===== config.mk =====
export PLATFORM = sky130hd
export DESIGN_NAME = pixel_level_arb
export DESIGN_NICKNAME = d
export VERILOG_FILES = /design/src/rtl/lib_arbiter_pkg.sv /design/src/rtl/rr_picker.sv /design/src/rtl/pixel_level_arb.sv
export SDC_FILE = /design/constraint.sdc
export NUM_CORES = 1
export LEC_CHECK = 0
export ABC_AREA = 1
export CELL_PAD_IN_SITES_DETAIL_PLACEMENT = 0
export CELL_PAD_IN_SITES_GLOBAL_PLACEMENT = 1
export CORE_UTILIZATION = 40
export CTS_CLUSTER_DIAMETER = 100
export DETAILED_ROUTE_END_ITERATION = 8
export PLACE_DENSITY_LB_ADDON = 0.12
export SETUP_SLACK_MARGIN = 0.02
export SKIP_LAST_GASP = 1
export SLEW_MARGIN = 10
export SYNTH_ARGS = -nofsm -noshare
export SYNTH_HDL_FRONTEND = slang
export SYNTH_SLANG_ARGS = --single-unit
export TNS_END_PERCENT = 20

===== constraint.sdc =====
create_clock -name clk_i -period 4.7 [get_ports clk_i]
set_input_delay 0.94 -clock clk_i [delete_from_list [all_inputs] [get_ports clk_i]]
set_output_delay 0.94 -clock clk_i [all_outputs]
set_load 0.05 [all_outputs]

===== src/rtl/lib_arbiter_pkg.sv =====
// ---------------------------------------------------------------------------
// lib_arbiter_pkg
// Shared definitions for the pixel-level arbiter:
//   - pixel_lvl_state_t : arbiter FSM states (IDLE, ROW_SEL, COL_GRANT, RELEASE)
//   - LVL_ROWS_DEFAULT / LVL_COLS_DEFAULT : default request array geometry
// ---------------------------------------------------------------------------
package lib_arbiter_pkg;

    localparam int LVL_ROWS_DEFAULT = 4;
    localparam int LVL_COLS_DEFAULT = 4;

    typedef enum logic [1:0] {
        IDLE      = 2'd0,
        ROW_SEL   = 2'd1,
        COL_GRANT = 2'd2,
        RELEASE   = 2'd3
    } pixel_lvl_state_t;

endpackage


===== src/rtl/rr_picker.sv =====
// ---------------------------------------------------------------------------
// rr_picker
// Combinational round-robin picker: returns the first set bit of req at or
// after index start, wrapping past the top, plus a found flag.
//   req   : candidate bits
//   start : first index to examine
//   found : at least one bit of req is set
//   idx   : index of the chosen bit (0 when nothing is found)
// ---------------------------------------------------------------------------
module rr_picker #(
    parameter int WIDTH = 4,
    parameter int IDX_W = $clog2(WIDTH)
) (
    input  logic [WIDTH-1:0] req,
    input  logic [IDX_W-1:0] start,
    output logic             found,
    output logic [IDX_W-1:0] idx
);

    // NOTE: every output gets a default before the loop so no path leaves it
    // unassigned; otherwise synthesis infers a latch.
    always_comb begin
        int pos;
        found = 1'b0;
        idx   = '0;
        pos   = 0;
        for (int i = 0; i < WIDTH; i++) begin
            pos = int'(start) + i;
            if (pos >= WIDTH) begin
                pos = pos - WIDTH;
            end
            if (!found && req[pos[IDX_W-1:0]]) begin
                found = 1'b1;
                idx   = pos[IDX_W-1:0];
            end
        end
    end

endmodule


===== src/rtl/pixel_level_arb.sv =====
// ---------------------------------------------------------------------------
// pixel_level_arb
// Row-first, then column, round-robin arbiter over a Lvl_ROWS x Lvl_COLS
// request array. One grant at a time under a valid/ack handshake; a one-cycle
// grp_release_o pulse marks a fully served group.
//
// Ports:
//   clk_i         : sole clock, rising edge
//   reset_i       : synchronous active-high reset
//   enable_i      : level enable from the higher level
//   req_i         : request array [row][col]
//   ack_i         : consumer accepts the presented grant
//   gnt_o         : one-hot grant, zero when gnt_valid_o is low
//   gnt_valid_o   : a grant is presented
//   x_add_o       : granted row index
//   y_add_o       : granted column index
//   active_o      : FSM is out of IDLE
//   req_o         : |req_i (combinational)
//   grp_release_o : one-cycle pulse, current group fully served
//
// Build option: PIXEL_LVL_SNAPSHOT_EN
//   defined   : group = req_i captured when leaving IDLE; late requests wait
//   undefined : group = live req_i; late requests join the current group
// ---------------------------------------------------------------------------
module pixel_level_arb
    import lib_arbiter_pkg::*;
#(
    parameter int Lvl_ROWS    = LVL_ROWS_DEFAULT,
    parameter int Lvl_COLS    = LVL_COLS_DEFAULT,
    parameter int Lvl_ROW_ADD = $clog2(Lvl_ROWS),
    parameter int Lvl_COL_ADD = $clog2(Lvl_COLS)
) (
    input  logic                               clk_i,
    input  logic                               reset_i,
    input  logic                               enable_i,
    input  logic [Lvl_ROWS-1:0][Lvl_COLS-1:0]  req_i,
    input  logic                               ack_i,
    output logic [Lvl_ROWS-1:0][Lvl_COLS-1:0]  gnt_o,
    output logic                               gnt_valid_o,
    output logic [Lvl_ROW_ADD-1:0]             x_add_o,
    output logic [Lvl_COL_ADD-1:0]             y_add_o,
    output logic                               active_o,
    output logic                               req_o,
    output logic                               grp_release_o
);

    pixel_lvl_state_t                  state_q;
    logic [Lvl_ROWS-1:0][Lvl_COLS-1:0] served_q;
    logic [Lvl_ROWS-1:0][Lvl_COLS-1:0] group_req;
    logic [Lvl_ROWS-1:0][Lvl_COLS-1:0] pending;
    logic [Lvl_ROWS-1:0][Lvl_COLS-1:0] gnt_next;
    logic [Lvl_ROW_ADD-1:0]            row_ptr_q;
    logic [Lvl_ROW_ADD-1:0]            row_start;
    logic [Lvl_ROW_ADD-1:0]            row_idx;
    logic [Lvl_ROW_ADD-1:0]            gnt_row;
    logic [Lvl_ROWS-1:0]               row_pending;
    logic                              row_found;
    logic [Lvl_COLS-1:0]               col_req;
    logic [Lvl_COL_ADD-1:0]            col_idx;
    logic                              col_found;
    logic                              advance;

    assign req_o = |req_i;

`ifdef PIXEL_LVL_SNAPSHOT_EN
    logic [Lvl_ROWS-1:0][Lvl_COLS-1:0] snap_q;

    // Sampled on every IDLE cycle, so it holds req_i as seen on the exit edge.
    always_ff @(posedge clk_i) begin
        if (reset_i) begin
            snap_q <= '0;
        end else if (state_q == IDLE) begin
            snap_q <= req_i;
        end
    end

    assign group_req = snap_q;
`else
    assign group_req = req_i;
`endif

    assign pending = group_req & ~served_q;

    for (genvar r = 0; r < Lvl_ROWS; r++) begin : g_row_pending
        assign row_pending[r] = |pending[r];
    end

    // Search starts one past the last served row, wrapping to 0.
    assign row_start = (row_ptr_q == Lvl_ROW_ADD'(Lvl_ROWS - 1)) ? '0
                                                                 : row_ptr_q + Lvl_ROW_ADD'(1);

    rr_picker #(
        .WIDTH (Lvl_ROWS),
        .IDX_W (Lvl_ROW_ADD)
    ) u_row_picker (
        .req   (row_pending),
        .start (row_start),
        .found (row_found),
        .idx   (row_idx)
    );

    // ROW_SEL looks at the freshly picked row; COL_GRANT looks for the next
    // column in the granted row, masking the one being handed over now.
    assign gnt_row = (state_q == ROW_SEL) ? row_idx : x_add_o;

    always_comb begin
        col_req = pending[gnt_row];
        if (state_q == COL_GRANT) begin
            col_req[y_add_o] = 1'b0;
        end
    end

    rr_picker #(
        .WIDTH (Lvl_COLS),
        .IDX_W (Lvl_COL_ADD)
    ) u_col_picker (
        .req   (col_req),
        .start ('0),
        .found (col_found),
        .idx   (col_idx)
    );

    always_comb begin
        gnt_next                   = '0;
        gnt_next[gnt_row][col_idx] = 1'b1;
    end

    // A grant whose request vanished (live group only) is retired as if acked.
    assign advance = (state_q == COL_GRANT) &&
                     (ack_i || !pending[x_add_o][y_add_o]);

    // NOTE: state uses non-blocking assignments so every register samples the
    // pre-edge values; blocking here would create order-dependent races.
    always_ff @(posedge clk_i) begin
        // NOTE: the served mask is a plain register, not a RAM, so it is reset
        // with everything else; a stale mask would hide requests after reset.
        if (reset_i) begin
            state_q       <= IDLE;
            served_q      <= '0;
            row_ptr_q     <= Lvl_ROW_ADD'(Lvl_ROWS - 1);
            gnt_o         <= '0;
            gnt_valid_o   <= 1'b0;
            x_add_o       <= '0;
            y_add_o       <= '0;
            active_o      <= 1'b0;
            grp_release_o <= 1'b0;
        end else begin
            grp_release_o <= 1'b0;
            if (state_q != IDLE && !enable_i) begin
                // Abort: the group is abandoned without a release pulse. An ack
                // taken on this edge still completes its transfer; the served
                // mask is discarded along with the group. Row pointer is kept.
                state_q     <= IDLE;
                active_o    <= 1'b0;
                gnt_o       <= '0;
                gnt_valid_o <= 1'b0;
                served_q    <= '0;
            end else begin
                unique case (state_q)
                    IDLE: begin
                        if (enable_i && req_o) begin
                            state_q  <= ROW_SEL;
                            active_o <= 1'b1;
                        end
                    end
                    ROW_SEL: begin
                        if (row_found) begin
                            state_q     <= COL_GRANT;
                            row_ptr_q   <= row_idx;
                            x_add_o     <= row_idx;
                            y_add_o     <= col_idx;
                            gnt_o       <= gnt_next;
                            gnt_valid_o <= 1'b1;
                        end else begin
                            state_q       <= RELEASE;
                            grp_release_o <= 1'b1;
                        end
                    end
                    COL_GRANT: begin
                        if (advance) begin
                            served_q[x_add_o][y_add_o] <= 1'b1;
                            if (col_found) begin
                                y_add_o <= col_idx;
                                gnt_o   <= gnt_next;
                            end else begin
                                state_q     <= ROW_SEL;
                                gnt_o       <= '0;
                                gnt_valid_o <= 1'b0;
                            end
                        end
                    end
                    RELEASE: begin
                        state_q  <= IDLE;
                        active_o <= 1'b0;
                        served_q <= '0;
                    end
                    default: begin
                        state_q <= IDLE;
                    end
                endcase
            end
        end
    end

endmodule


### Yosys cells after proc, flatten, opt, wreduce, memory -nomap -nowiden

Index checks and enable logic that the tools add are counted.
W data, S select, Z words.

* bits in registers: 43
* word-level logic and storage cells: 162

* $add $sub $neg: 8
* magnitude comparators: 16
* equality and inequality tests: 9
* mux-type cells: 66
* bitwise gates (word level): 7
* reductions and logical operators: 41

Operator list (count)
* $mux W16: 4
* $pmux W16 S2: 2
* $mux W2: 18
* $lt A2 B3 Y1 const B: 8
* $mux W1: 22
* $mux W4: 5
* $and A16 B16 Y16: 1
* $bmux W4 S2: 2
* $demux W4 S2: 2
* $not A16 Y16: 1
* $or A16 B16 Y16: 1
* $reduce_or A16 Y1: 1
* $reduce_or A4 Y1: 4
* $logic_and A1 B1 Y1: 13
* $bmux W1 S2: 5
* $ne A2 B2 Y1 const B: 5
* $ge A3 B3 Y1 const B: 3
* $reduce_and A3 Y1: 3
* $ge A2 B1 Y1 const B: 4
* $logic_not A1 Y1: 8
* $pmux W2 S4: 1
* $reduce_bool A2 Y1: 4
* $sub A2 B1 Y2 const B: 4
* $add A2 B2 Y3 const B: 2
* other kinds (18): 24

### Longest topological paths before layout

Gate-level depths: netlist of the first run.

* word-level depth: 40
* mapped depth: 26
* mapped depth without buffers: 26

### Cells and area by module

A second synthesis of the first run with hierarchy kept.

* cell total of the unflattened synthesis: 424
* area, all modules: 2825.2 µm²

By module, submodules not included
* pixel_level_arb: times used 1, cells each 306, area each 2187.1 µm²
* rr_picker: times used 2, cells each 59, area each 319.1 µm²

### Worst setup path after synthesis of the first run

OpenSTA, ideal clock, no wires.

* path kind: input port to flip-flop
* start: input req_i[5] (netlist name)
* end: register gnt_o[0] (netlist name)
* setup time: 0.128 ns
* arrival: 2.750 ns
* path slack: 1.822 ns
* stages: 22
* buffers on the path: 0
* cell sequence: nand2_1 -> nand2_1 -> nor2_1 -> nand2_1 -> nand2_1 -> nand2_1 -> nand2_1 -> nand3_1 -> nor2_2 -> nor2_2 -> nand2_1 -> nand2_2 -> nand3_1 -> nand3_2 -> nor2_4 -> nand2_4 -> inv_2 -> nor2_4 -> nand2_2 -> nor2_1 -> nor2_1 -> nor2_1

* cells in the longest elaborated chain, start to end: 38
* elaborated cells between the ends (all ways): 66
* those cells by class: order compare (4); eq/ne (2); mux (39); bitwise (2); reduce/logical (19)

RTL lines
* start, declared: RTL line pixel_level_arb.sv:36 `input logic [Lvl_ROWS-1:0][Lvl_COLS-1:0] req_i,`
* $and A16 B16 Y16 *: RTL line pixel_level_arb.sv:82 `assign pending = group_req & ~served_q;`
* $reduce_or A4 Y1: RTL line pixel_level_arb.sv:85 `assign row_pending[r] = |pending[r];`
* $bmux W1 S2: RTL line rr_picker.sv:32 `if (!found && req[pos[IDX_W-1:0]]) begin`
* $mux W1 (implied by the code): RTL line rr_picker.sv:32
* $mux W1: RTL line rr_picker.sv:32
* $logic_not A1 Y1: RTL line rr_picker.sv:32
* $logic_and A1 B1 Y1: RTL line rr_picker.sv:32
* $mux W1: RTL line rr_picker.sv:32
* [... 22 more ...]
* $logic_and A1 B1 Y1 (implied by the code): RTL line pixel_level_arb.sv:125 `gnt_next[gnt_row][col_idx] = 1'b1;`
* $mux W1 (implied by the code): RTL line pixel_level_arb.sv:125
* $demux W1 S2: RTL line pixel_level_arb.sv:125
* $mux W4 (implied by the code): RTL line pixel_level_arb.sv:125
* $demux W4 S2: RTL line pixel_level_arb.sv:125
* $mux W16: RTL line pixel_level_arb.sv:182 `if (col_found) begin`
* $mux W16: RTL line pixel_level_arb.sv:180 `if (advance) begin`
* $pmux W16 S2: RTL line pixel_level_arb.sv:159 `unique case (state_q)`
* end signal, assigned: RTL line pixel_level_arb.sv:172 `gnt_o <= gnt_next;`
* end signal, assigned: RTL line pixel_level_arb.sv:184 `gnt_o <= gnt_next;`
* end, declared: RTL line pixel_level_arb.sv:38 `output logic [Lvl_ROWS-1:0][Lvl_COLS-1:0] gnt_o,`

Mark *: on every way between the ends. The rest lies on a longest branch, timed or not. The select of a mux whose other input is x is not followed.
A chain may end at the register's enable or synchronous reset.

### Worst setup path after layout of the first run

* start: input req_i[5] (netlist name)
* end: output req_o

* cells in the longest elaborated chain, start to end: 1

RTL lines
* $reduce_or A16 Y1: RTL line pixel_level_arb.sv:63 `assign req_o = |req_i;`
* end, declared: RTL line pixel_level_arb.sv:43 `output logic req_o,`

No other way between the ends.

==> results of run 1 <==
## state kept, by name, summed over array words and instances, names as in the netlist
| signal | cells |
|---|---|
| state_q | 2 |
| gnt_valid_o | 1 |
| x_add_o | 2 |
| gnt_o | 16 |
| served_q | 16 |
| active_o | 1 |
| grp_release_o | 1 |
| row_ptr_q | 2 |
| y_add_o | 2 |
## synth_stat cells, drive strengths merged
library cell  count  area (um^2)
nand4             4         40.0
clkbuf            5         18.8
nor2             57          307
nor4              4         25.0
nor3              3         15.0
o21ai             5         28.8
ha                1         12.5
dfxtp            43          861
a22o              2         17.5
a21oi            38          194
a21boi            1         7.51
nand3            55          300
inv              52          198
clkinv            1         3.75
nand2           132          551
o2111ai           1         8.76
xor2              1         16.3
a221oi            3         26.3
## worst register-to-register path, cell delays in order (launching register included)
cell and delay [ns]:
dfxtp_1 0.35, ha_1 0.24, nor2_4 0.22, inv_2 0.11
nand2_1 0.10, nand2_1 0.07, nor2_1 0.17, nor2_1 0.11
nand3_1 0.10, nand2_1 0.10, nor2_2 0.19, nor2_4 0.07
nor2_4 0.23, nand2_2 0.09, nand2_2 0.09, nor2_4 0.07
nor2_8 0.15, nand2_1 0.06, o21ai_1 0.19, nand3_1 0.10
nand2_1 0.08, inv_1 0.04
## routing by layer
layer | part of all wire | GRT usage | up-vias
li1 | - | - | 1404
met1 | 0.49 | 0.312 | 1230
met2 | 0.45 | 0.364 | 58
met3 | 0.042 | 0.0308 | 6
met4 | 0.0093 | 0.0502 | 0
met5 | 0 | 0 | -
## cell families (layout without fill, tap and decap cells)
group           Yosys count  after routing
flops                    43             43
xor+xnor                  1              1
compound gates           50             50
fa+ha+maj                 1              1
buf+inv                  58            105
simple gates            255            255
## final timing paths
path                        startpoint                        end  slack [ns]  depth (start not counted)
min reg2reg  served_q[15]$_SDFFE_PP0P_  served_q[15]$_SDFFE_PP0P_        0.46                          2
max reg2reg  row_ptr_q[0]$_SDFFE_PP1P_    state_q[1]$_SDFFE_PP0P_        1.69                         21
max                           req_i[5]                      req_o        0.80                          4
min          served_q[15]$_SDFFE_PP0P_  served_q[15]$_SDFFE_PP0P_        0.46                          2
## cell type report
| cell class | instances | area [um^2] | share of cell area |
|---|---|---|---|
| flip-flops and latches | 43 | 861 | 0.264 |
| clock buffers | 5 | 68.8 | 0.0211 |
| inverters | 53 | 201 | 0.0618 |
| clock inverters | 3 | 43.8 | 0.0134 |
| repair buffers | 44 | 438 | 0.134 |
| well taps | 77 | 96.3 | 0.0296 |
| multi-input cells | 307 | 1550 | 0.475 |
## per-stage QoR
stage,instance area (um^2),hold WS (ns),instances,utilization
after CTS,3260,0.464,532,0.513
final,3260,0.461,532,0.513
after global placement,3150,0.446,524,0.495
after global routing,3260,0.484,532,0.513
after detailed placement,3150,0.451,524,0.495
after floorplan,2630,0.433,408,-
## power by group through the flow
stage / Sequential [W] / Combinational (W) / Clock, W
after floorplan: 0.000441 / 0.000235 / 0
after global placement: 0.000405 / 0.000369 / 0
after detailed placement: 0.000405 / 0.000369 / 0
after CTS: 0.000397 / 0.000370 / 0.000298
after global routing: 0.000399 / 0.000411 / 0.000311
final: 0.000396 / 0.000371 / 0.000292
==> summary.txt, run 1 <==
Outcome
  • Status: completed

Timing
  • Worst Tran Pin Value: 0.634 ns
  • Worst Clk Skew: 0.00780 ns
  • Setup TNS: 0 ns
  • Final setup fails: 0
  • RSZ-0062 raised after global routing: false
  • Period utilisation layout: 0.830
  • Slew Limit Fails: 0
  • Fmax: 256 MHz
  • Hold Vio Cnt, Final: 0
  • Slew Limit Headroom: 0.576
  • Worst setup margin: 0.798 ns
  • Final Critical Period: 3.90 ns

Floorplan
  • I/O pin cnt: 44
  • CORE AREA: 0.00635 mm^2
  • DIE AREA: 0.00690 mm^2
  • Site Rows: 29
  • Die span in y: 83.1 um
  • Starting density of the core: 0.414
  • Die span in x: 83.1 um

Power and ir drop
  • VDD IR max: 0.202 mV
  • Sw Share: 0.382
  • Switch Pwr: 0.000404 W
  • Total power: 0.00106 W
  • Clock power frac: 0.276
  • Reg power frac: 0.374
  • PwrDens: 325 mW/mm^2
  • Combinational share of power: 0.350
  • Lkg Pwr: 1.35 nW
  • Internal: 0.000656 W

Logic synthesis
  • Adder-Cell Fraction of Synth Area: 0.00476
  • Yosys reg bits: 43
  • Cells after synthesis: 408
  • Post-synthesis compound-gate area fraction: 0.108
  • Synth Area in XOR/XNOR: 0.00618
  • Mapped Nets: 429
  • Cell area after synthesis: 0.00263 mm^2
  • Post-synthesis mux area share: 0
  • Synth Warn #: 0
  • Post-Synth Simple-Gate Area: 0.471
  • Post-Syn Area per Cell: 6.45 um^2
  • Distinct cells, synth: 30
  • Sequential-to-total area share from yosys stat: 0.327
  • Main combinational cell family by area after synthesis: simple AND/OR/NAND/NOR gates

Placement
  • Hpwl dp: 5.65 mm
  • Setup Slack @ Placement: 0.785 ns
  • Port Buffers: 43
  • Placer Congestion: 0.903

Drt
  • Detailed-route via count: 2,698
  • Post-route ant nets: 0
  • DRC Markers: 0
  • Post-DR wirelength/cell: 13.7 um
  • Starting DRT DRC Count: 197
  • First-pass DRT Iterations: 6
  • Drt via density: 5.07
  • Post-Route WL: 7.28 mm

Setup path
  • Crit Path Class: in2out
  • Crit. End Element: primary output
  • Critical Path, Cell by Cell: clkdlybuf4s50_1 > nor4_1 > nand4_1 > clkdlybuf4s50_1
  • CP top delay family: buffers and inverters
  • CP arrival: 2.96 ns
  • Worst-path maximum fanout: 3
  • Critical Path Max Stage Delay: 0.80 ns
  • Critical path's most frequent cell: clkdlybuf4s50_1
  • CP Launch Type: input pin
  • CP max-delay cell: clkdlybuf4s50_1
  • Worst path bufs/invs: 2
  • Worst endpoint required time: 3.76 ns

Layout
  • Layout cell share with drive strength beyond 1: 0.119
  • Ant diodes: 0
  • Area grow syn2layout: 23.9%
  • Leading cell type in the layout, fill and taps excluded: nand2_1
  • Most frequent cells in the layout: 118 x nand2_1, 50 x nand3_1, 44 x inv_1
  • Filler instances: 653
  • Layout Nets: 475

Clocking
  • CTS H-tree lvls: 2
  • Clock buffer depth: 2
  • Sink Count: 43
  • Worst-path clk slew: 0.08 ns
  • Later-pin clock latency in the skew report: 0.30 ns
  • Hold Buf Count CTS: 0
  • Post CTS Setup Buffer Count: 0
  • CTS tree: yes
  • Root buffer cell: clkbuf_8
  • PostCTS Resize Cnt: 0
  • CTS buffer count: 5

Global routing
  • Antenna violations before repair: 0
  • First-pass GRT wire length: 12.6 mm
  • Vias in the first global route: 2,594
  • Total GRT Usage: 0.223
  • Congestion Overflow GR: 0
  • Largest net degree at the start of global routing: 18

Worst hold path
  • Hold Crit Class: reg2reg

Run
  • Max-cap violations: 0
Note: power is estimated with default switching activity, not from simulation.
==> run 2: changes to the inputs <==
CORE_UTILIZATION = 34   (was 40)
clock period = 3.2 ns   (was 4.7 ns; I/O delays follow)
==> summary.txt, run 2 (same netlist as run 1, synthesis figures left out) <==
Outcome
  • Status: completed (unchanged)

Placement
  • Placer Congestion: 0.850 (was 0.903)
  • Hpwl dp: 6.09 mm (was 5.65 mm)
  • Port Buffers: 43 (unchanged)
  • Setup Slack @ Placement: -0.328 ns (was 0.785 ns)
  • Post-place instance area: 0.00348 mm^2 (was 0.00315 mm^2)

Clocking
  • CTS H-tree lvls: 2 (unchanged)
  • CTS buffer count: 5 (unchanged)
  • Root buffer cell: clkbuf_8 (unchanged)
  • CTS tree: yes (unchanged)
  • Worst-path clk slew: 0.09 ns (was 0.08 ns)
  • Hold Buf Count CTS: 0 (unchanged)
  • Sink Count: 43 (unchanged)
  • Clock buffer depth: 2 (unchanged)
  • Later-pin clock latency in the skew report: 0.30 ns (about the same)

Drt
  • DRC Markers: 0 (unchanged)
  • Starting DRT DRC Count: 85 (was 197)
  • Post-DR wirelength/cell: 13.3 um (was 13.7 um)
  • First-pass DRT Iterations: 4 (was 6)
  • Post-route ant nets: 0 (unchanged)
  • Drt via density: 4.81 (was 5.07)
  • Detailed-route via count: 2,916 (was 2,698)
  • Post-Route WL: 8.05 mm (was 7.28 mm)

Global routing
  • Vias in the first global route: 2,658 (was 2,594)
  • Congestion Overflow GR: 0 (unchanged)
  • First-pass GRT wire length: 13.0 mm (was 12.6 mm)
  • Antenna violations before repair: 0 (unchanged)
  • Total GRT Usage: 0.197 (was 0.223)
  • Largest net degree at the start of global routing: 18 (unchanged)

Layout
  • Area occupied by multi-input gates: 0.00176 mm^2 (was 0.00155 mm^2)
  • Ant diodes: 0 (unchanged)
  • Area grow syn2layout: 50.2% (was 23.9%)
  • Most frequent cells in the layout: 84 x nand2_1, 52 x buf_4, 44 x inv_1, 44 x nand3_1, 43 x dfxtp_1 (was 118 x nand2_1, 50 x nand3_1, 44 x inv_1)
  • Post-route cell area: 0.00395 mm^2 (was 0.00326 mm^2)
  • Layout cell share with drive strength beyond 1: 0.316 (was 0.119)
  • Leading cell type in the layout, fill and taps excluded: nand2_1 (unchanged)
  • Filler instances: 747 (was 653)
  • Layout Nets: 527 (was 475)
  • Regs by FF count: gnt_o x16, served_q x16 (unchanged)
  • Seq. cell area: 861 um^2 (unchanged)

Timing
  • RSZ-0062 raised after global routing: false (unchanged)
  • Period utilisation layout: 0.929
  • Slew Limit Headroom: 0.574 (was 0.576)
  • Worst Tran Pin Value: 0.638 ns (was 0.634 ns)
  • Setup TNS: 0 ns (unchanged)
  • Final setup fails: 0 (unchanged)
  • Slew Limit Fails: 0 (unchanged)
  • Fmax: 336 MHz
  • Hold Worst Slack: 0.463 ns (was 0.461 ns)
  • Hold Vio Cnt, Final: 0 (unchanged)
  • Final Critical Period: 2.97 ns
  • Worst Clk Skew: 0.00595 ns (was 0.00780 ns)
  • Worst setup margin: 0.227 ns (was 0.798 ns)

Setup path
  • Worst-path maximum fanout: 6 (was 3)
  • CP arrival: 3.16 ns (was 2.96 ns)
  • Worst endpoint required time: 3.38 ns (was 3.76 ns)
  • CP Launch Type: flop (was input pin)
  • Path depth of the worst reg2reg path: 21 (unchanged)
  • Crit Path Class: reg2reg (was in2out)
  • Crit. End Element: flop (was primary output)

Power and ir drop
  • PwrDens: 435 mW/mm^2 (was 325 mW/mm^2)
  • Lkg Pwr: 1.79 nW (was 1.35 nW)
  • VDD IR max: 0.233 mV (was 0.202 mV)

Floorplan
  • Site Rows: 31 (was 29)
  • I/O pin cnt: 44 (unchanged)
  • Die span in x: 90.0 um (was 83.1 um)
  • Starting density of the core: 0.357 (was 0.414)
  • DIE AREA: 0.00809 mm^2 (was 0.00690 mm^2)
  • Die span in y: 90.0 um (was 83.1 um)
  • CORE AREA: 0.00737 mm^2 (was 0.00635 mm^2)

Worst hold path
  • Hold Crit Class: reg2reg (unchanged)
  • Hold depth: 2 (unchanged)

Run
  • Max-cap violations: 0 (unchanged)
-- run 2: area by class of cell --
class	count	area share
Clock buffer	5	0.0174
Clock inverter	3	0.0111
Inverter	53	0.0510
Multi-Input combinational cell	307	0.446
Sequential cell	43	0.218
Tap cell	99	0.0314
Timing Repair Buffer	96	0.226
-- run 2: critical path, cell delays in order, from the launching register on --
cell	delay, ns
dfxtp_1	0.41
ha_2	0.35
xor2_2	0.29
inv_2	0.07
nand3_1	0.09
nand2_1	0.07
nor2_2	0.13
nand3_1	0.09
nand3_2	0.13
nand2_2	0.08
nand2_4	0.14
buf_4	0.15
nand3_2	0.08
nand3_4	0.09
nor2_8	0.05
nor2_8	0.14
buf_4	0.14
o21ai_4	0.05
nand2_2	0.11
nor2_1	0.06
nor2_1	0.08
nor2_1	0.04
-- run 2: power breakdown --
| group | switching [W] | internal, W |
|---|---|---|
| clock | 0.000203 | 0.000233 |
| sequential | 0.0000224 | 0.000561 |
| combinational | 0.000427 | 0.000273 |
| total | 0.000652 | 0.00107 |
-- run 2: worst paths after layout --
kind / from / endpoint / slack [ns]
min reg2reg: served_q[8]$_SDFFE_PP0P_ / served_q[8]$_SDFFE_PP0P_ / 0.46
max: row_ptr_q[0]$_SDFFE_PP1P_ / gnt_o[8]$_SDFFE_PP0P_ / 0.23
min: served_q[8]$_SDFFE_PP0P_ / served_q[8]$_SDFFE_PP0P_ / 0.46
max reg2reg: row_ptr_q[0]$_SDFFE_PP1P_ / gnt_o[8]$_SDFFE_PP0P_ / 0.23
-- run 2: layer usage --
metal	up-vias	global-route usage	routed length, um	part of all wire
met2	52	0.327	3810	0.47
met5	-	0	0	0
met4	0	0.0323	72	0.0089
met3	6	0.0279	268	0.033
met1	1350	0.277	3910	0.49
li1	1508	-	-	-
-- run 2: timing repair --
action	4_1_cts	5_1_grt
pin swaps	0	44
endpoints found under the setup margin	6	21
gates resized for setup	1	78
buffers inserted	0	14
-- run 2: metrics by stage --
| stage | util | power, W | instances |
|---|---|---|---|
| after floorplan | - | 0.000993 | 408 |
| after global placement | 0.472 | 0.00123 | 584 |
| after global routing | 0.536 | 0.00182 | 606 |
| final | 0.536 | 0.00172 | 606 |
| after CTS | 0.488 | 0.00167 | 592 |
| after detailed placement | 0.472 | 0.00123 | 584 |
==> run 3: changes to the inputs <==
CORE_ASPECT_RATIO = 1.5   (was unset)
CTS_CLUSTER_DIAMETER = 150   (was 100)
==> summary.txt, run 3 (same netlist as run 1, synthesis figures left out) <==
Outcome
  • Status: completed (unchanged)

Timing
  • Final setup fails: 0 (unchanged)
  • Setup TNS: 0 ns (unchanged)
  • Period utilisation layout: 0.945 (was 0.929)
  • Worst setup margin: 0.177 ns (was 0.227 ns)
  • Fmax: 331 MHz (was 336 MHz)
  • Slew Limit Headroom: 0.561 (was 0.574)
  • Slew Limit Fails: 0 (unchanged)
  • Worst Tran Pin Value: 0.656 ns (was 0.638 ns)
  • Final Critical Period: 3.02 ns (was 2.97 ns)
  • Hold Vio Cnt, Final: 0 (unchanged)
  • Worst Clk Skew: 0.0126 ns (was 0.00595 ns)

Global routing
  • First-pass GRT wire length: 12.8 mm (was 13.0 mm)
  • Vias in the first global route: 2,667 (was 2,658)
  • Largest net degree at the start of global routing: 18 (unchanged)
  • Antenna violations before repair: 0 (unchanged)
  • Total GRT Usage: 0.213 (was 0.197)
  • Congestion Overflow GR: 0 (unchanged)

Power and ir drop
  • Combinational share of power: 0.384 (was 0.408)
  • Lkg Pwr: 1.75 nW (was 1.79 nW)
  • Clock power frac: 0.289 (was 0.253)
  • Reg power frac: 0.328 (was 0.339)
  • PwrDens: 448 mW/mm^2 (was 435 mW/mm^2)
  • Internal: 0.00114 W (was 0.00107 W)
  • Switch Pwr: 0.000642 W (was 0.000652 W)
  • Sw Share: 0.361 (was 0.379)
  • VDD IR max: 0.308 mV (was 0.233 mV)

Layout
  • Regs by FF count: gnt_o x16, served_q x16 (unchanged)
  • Layout cell share with drive strength beyond 1: 0.311 (was 0.316)
  • Filler instances: 771 (was 747)
  • Area occupied by multi-input gates: 0.00173 mm^2 (was 0.00176 mm^2)
  • Seq. cell area: 861 um^2 (unchanged)
  • Ant diodes: 0 (unchanged)
  • Leading cell type in the layout, fill and taps excluded: nand2_1 (unchanged)
  • Post-route cell area: 0.00397 mm^2 (was 0.00395 mm^2)
  • Layout Nets: 532 (was 527)
  • Final Core Density: 0.538 (was 0.536)
  • Area grow syn2layout: 50.9% (was 50.2%)
  • Most frequent cells in the layout: 88 x nand2_1, 57 x buf_4, 45 x nand3_1 (was 84 x nand2_1, 52 x buf_4, 44 x inv_1, 44 x nand3_1, 43 x dfxtp_1)

Placement
  • Post-place instance area: 0.00349 mm^2 (was 0.00348 mm^2)
  • Placer Congestion: 0.915 (was 0.850)
  • Hpwl dp: 6.20 mm (was 6.09 mm)
  • Port Buffers: 43 (unchanged)
  • Setup Slack @ Placement: -0.373 ns (was -0.328 ns)

Clocking
  • Later-pin clock latency in the skew report: 0.31 ns (was 0.30 ns)
  • Clock buffer depth: 2 (unchanged)
  • Sink Count: 43 (unchanged)
  • Worst-path clk slew: 0.08 ns (was 0.09 ns)
  • CTS tree: yes (unchanged)
  • CTS H-tree lvls: 2 (unchanged)
  • CTS buffer count: 5 (unchanged)
  • Root buffer cell: clkbuf_8 (unchanged)

Setup path
  • Worst-path maximum fanout: 5 (was 6)
  • Crit Path Class: in2reg (was reg2reg)
  • R2R Setup Slk: 0.32 ns (was 0.23 ns)
  • Worst endpoint required time: 3.43 ns (was 3.38 ns)
  • Crit. End Element: flop (unchanged)
  • RR Startpoint: row_ptr_q[0]$_SDFFE_PP1P_ (unchanged)
  • CP arrival: 3.26 ns (was 3.16 ns)
  • CP Launch Type: input pin (was flop)
  • Crit path from: req_i[0] (was row_ptr_q[0]$_SDFFE_PP1P_)

Floorplan
  • DIE AREA: 0.00810 mm^2 (was 0.00809 mm^2)
  • Site Rows: 38 (was 31)
  • I/O pin cnt: 44 (unchanged)
  • CORE AREA: 0.00737 mm^2 (unchanged)
  • Die span in y: 110 um (was 90.0 um)
  • Die span in x: 73.8 um (was 90.0 um)
  • Starting density of the core: 0.357 (unchanged)

Drt
  • Drt via density: 4.76 (was 4.81)
  • First-pass DRT Iterations: 4 (unchanged)
  • Post-Route WL: 8.14 mm (was 8.05 mm)
  • Post-DR wirelength/cell: 13.3 um (about the same)
  • DRC Markers: 0 (unchanged)
  • Detailed-route via count: 2,916 (unchanged)
  • Post-route ant nets: 0 (unchanged)
  • Starting DRT DRC Count: 107 (was 85)

Worst hold path
  • Hold Startpoint: gnt_o[6]$_SDFFE_PP0P_ (was served_q[8]$_SDFFE_PP0P_)
  • Hold Crit Class: reg2reg (unchanged)

Run
  • Max-cap violations: 0 (unchanged)
[run 3: cell types whose count changed in the layout (fill, tap and decap cells not counted), moves of 2 or more]
cell             before  now
buf_4                52   57
clkdlybuf4s50_1      26   32
dlymetal6s2s_1       16   10
nand2_1              84   88
nand2_2              42   39
nor2_1               35   33
nor2_2                9   11
[run 3: worst paths after layout]
| kind | endpoint | cells past startpoint |
|---|---|---|
| max | gnt_o[4]$_SDFFE_PP0P_ | 23 |
| min | gnt_o[6]$_SDFFE_PP0P_ | 2 |
| max reg2reg | gnt_o[4]$_SDFFE_PP0P_ | 23 |
| min reg2reg | gnt_o[6]$_SDFFE_PP0P_ | 2 |
[run 3: metal layers]
metal,GRT usage,up-vias,share of wire
met3,0.0339,18,0.023
met4,0.0934,0,0.034
li1,-,1513,-
met1,0.242,1319,0.41
met2,0.383,66,0.53
met5,0,-,0
[run 3: metrics by stage]
step	power [W]	hold slack, ns	cells
final	0.00178	0.461	612
after global routing	0.00188	0.482	612
after detailed placement	0.00123	0.446	588
after CTS	0.00174	0.460	596
after floorplan	0.000993	0.433	408
after global placement	0.00123	0.447	588
[run 3: what timing repair did]
| item | in CTS | in global routing |
|---|---|---|
| pin swaps | 0 | 36 |
| gates cloned | 0 | 0 |
| hold buffers | 0 | 0 |
| buffers inserted | 0 | 16 |
| resized for setup | 1 | 65 |
| setup endpoints to repair | 13 | 21 |
[run 3: power groups by stage]
stage / Sequential [W] / Clock (W) / Combinational (W)
2_1_floorplan: 0.000648 / 0 / 0.000344
3_3_place_gp: 0.000594 / 0 / 0.000632
3_5_place_dp: 0.000595 / 0 / 0.000631
4_1_cts: 0.000582 / 0.000521 / 0.000633
5_1_grt: 0.000587 / 0.000546 / 0.000748
6_report: 0.000582 / 0.000513 / 0.000682
[run 3: worst max-delay path, stage by stage]
cell             delay, ns
clkdlybuf4s50_1       0.43
nand2_2               0.09
nand2_2               0.08
nor2_4                0.17
nand2_2               0.10
nand2_2               0.10
nand2_1               0.06
nand2_2               0.11
nand3_1               0.09
nor2_2                0.16
nor2_2                0.06
nand2_2               0.07
nand2_4               0.08
nand3_2               0.09
nand3_2               0.10
nor2_4                0.23
nor2_8                0.06
buf_4                 0.13
o21ai_2               0.06
nand2_2               0.11
nor2_2                0.11
nor2_1                0.04
nor2_1                0.07
[run 3: area by class of cell]
| class | count | area share |
|---|---|---|
| tap | 100 | 0.0315 |
| inverter | 53 | 0.0508 |
| multi-input combinational | 307 | 0.437 |
| clock inverter | 2 | 0.0151 |
| timing repair buffer | 101 | 0.230 |
| sequential | 43 | 0.217 |
| clock buffer | 6 | 0.0183 |
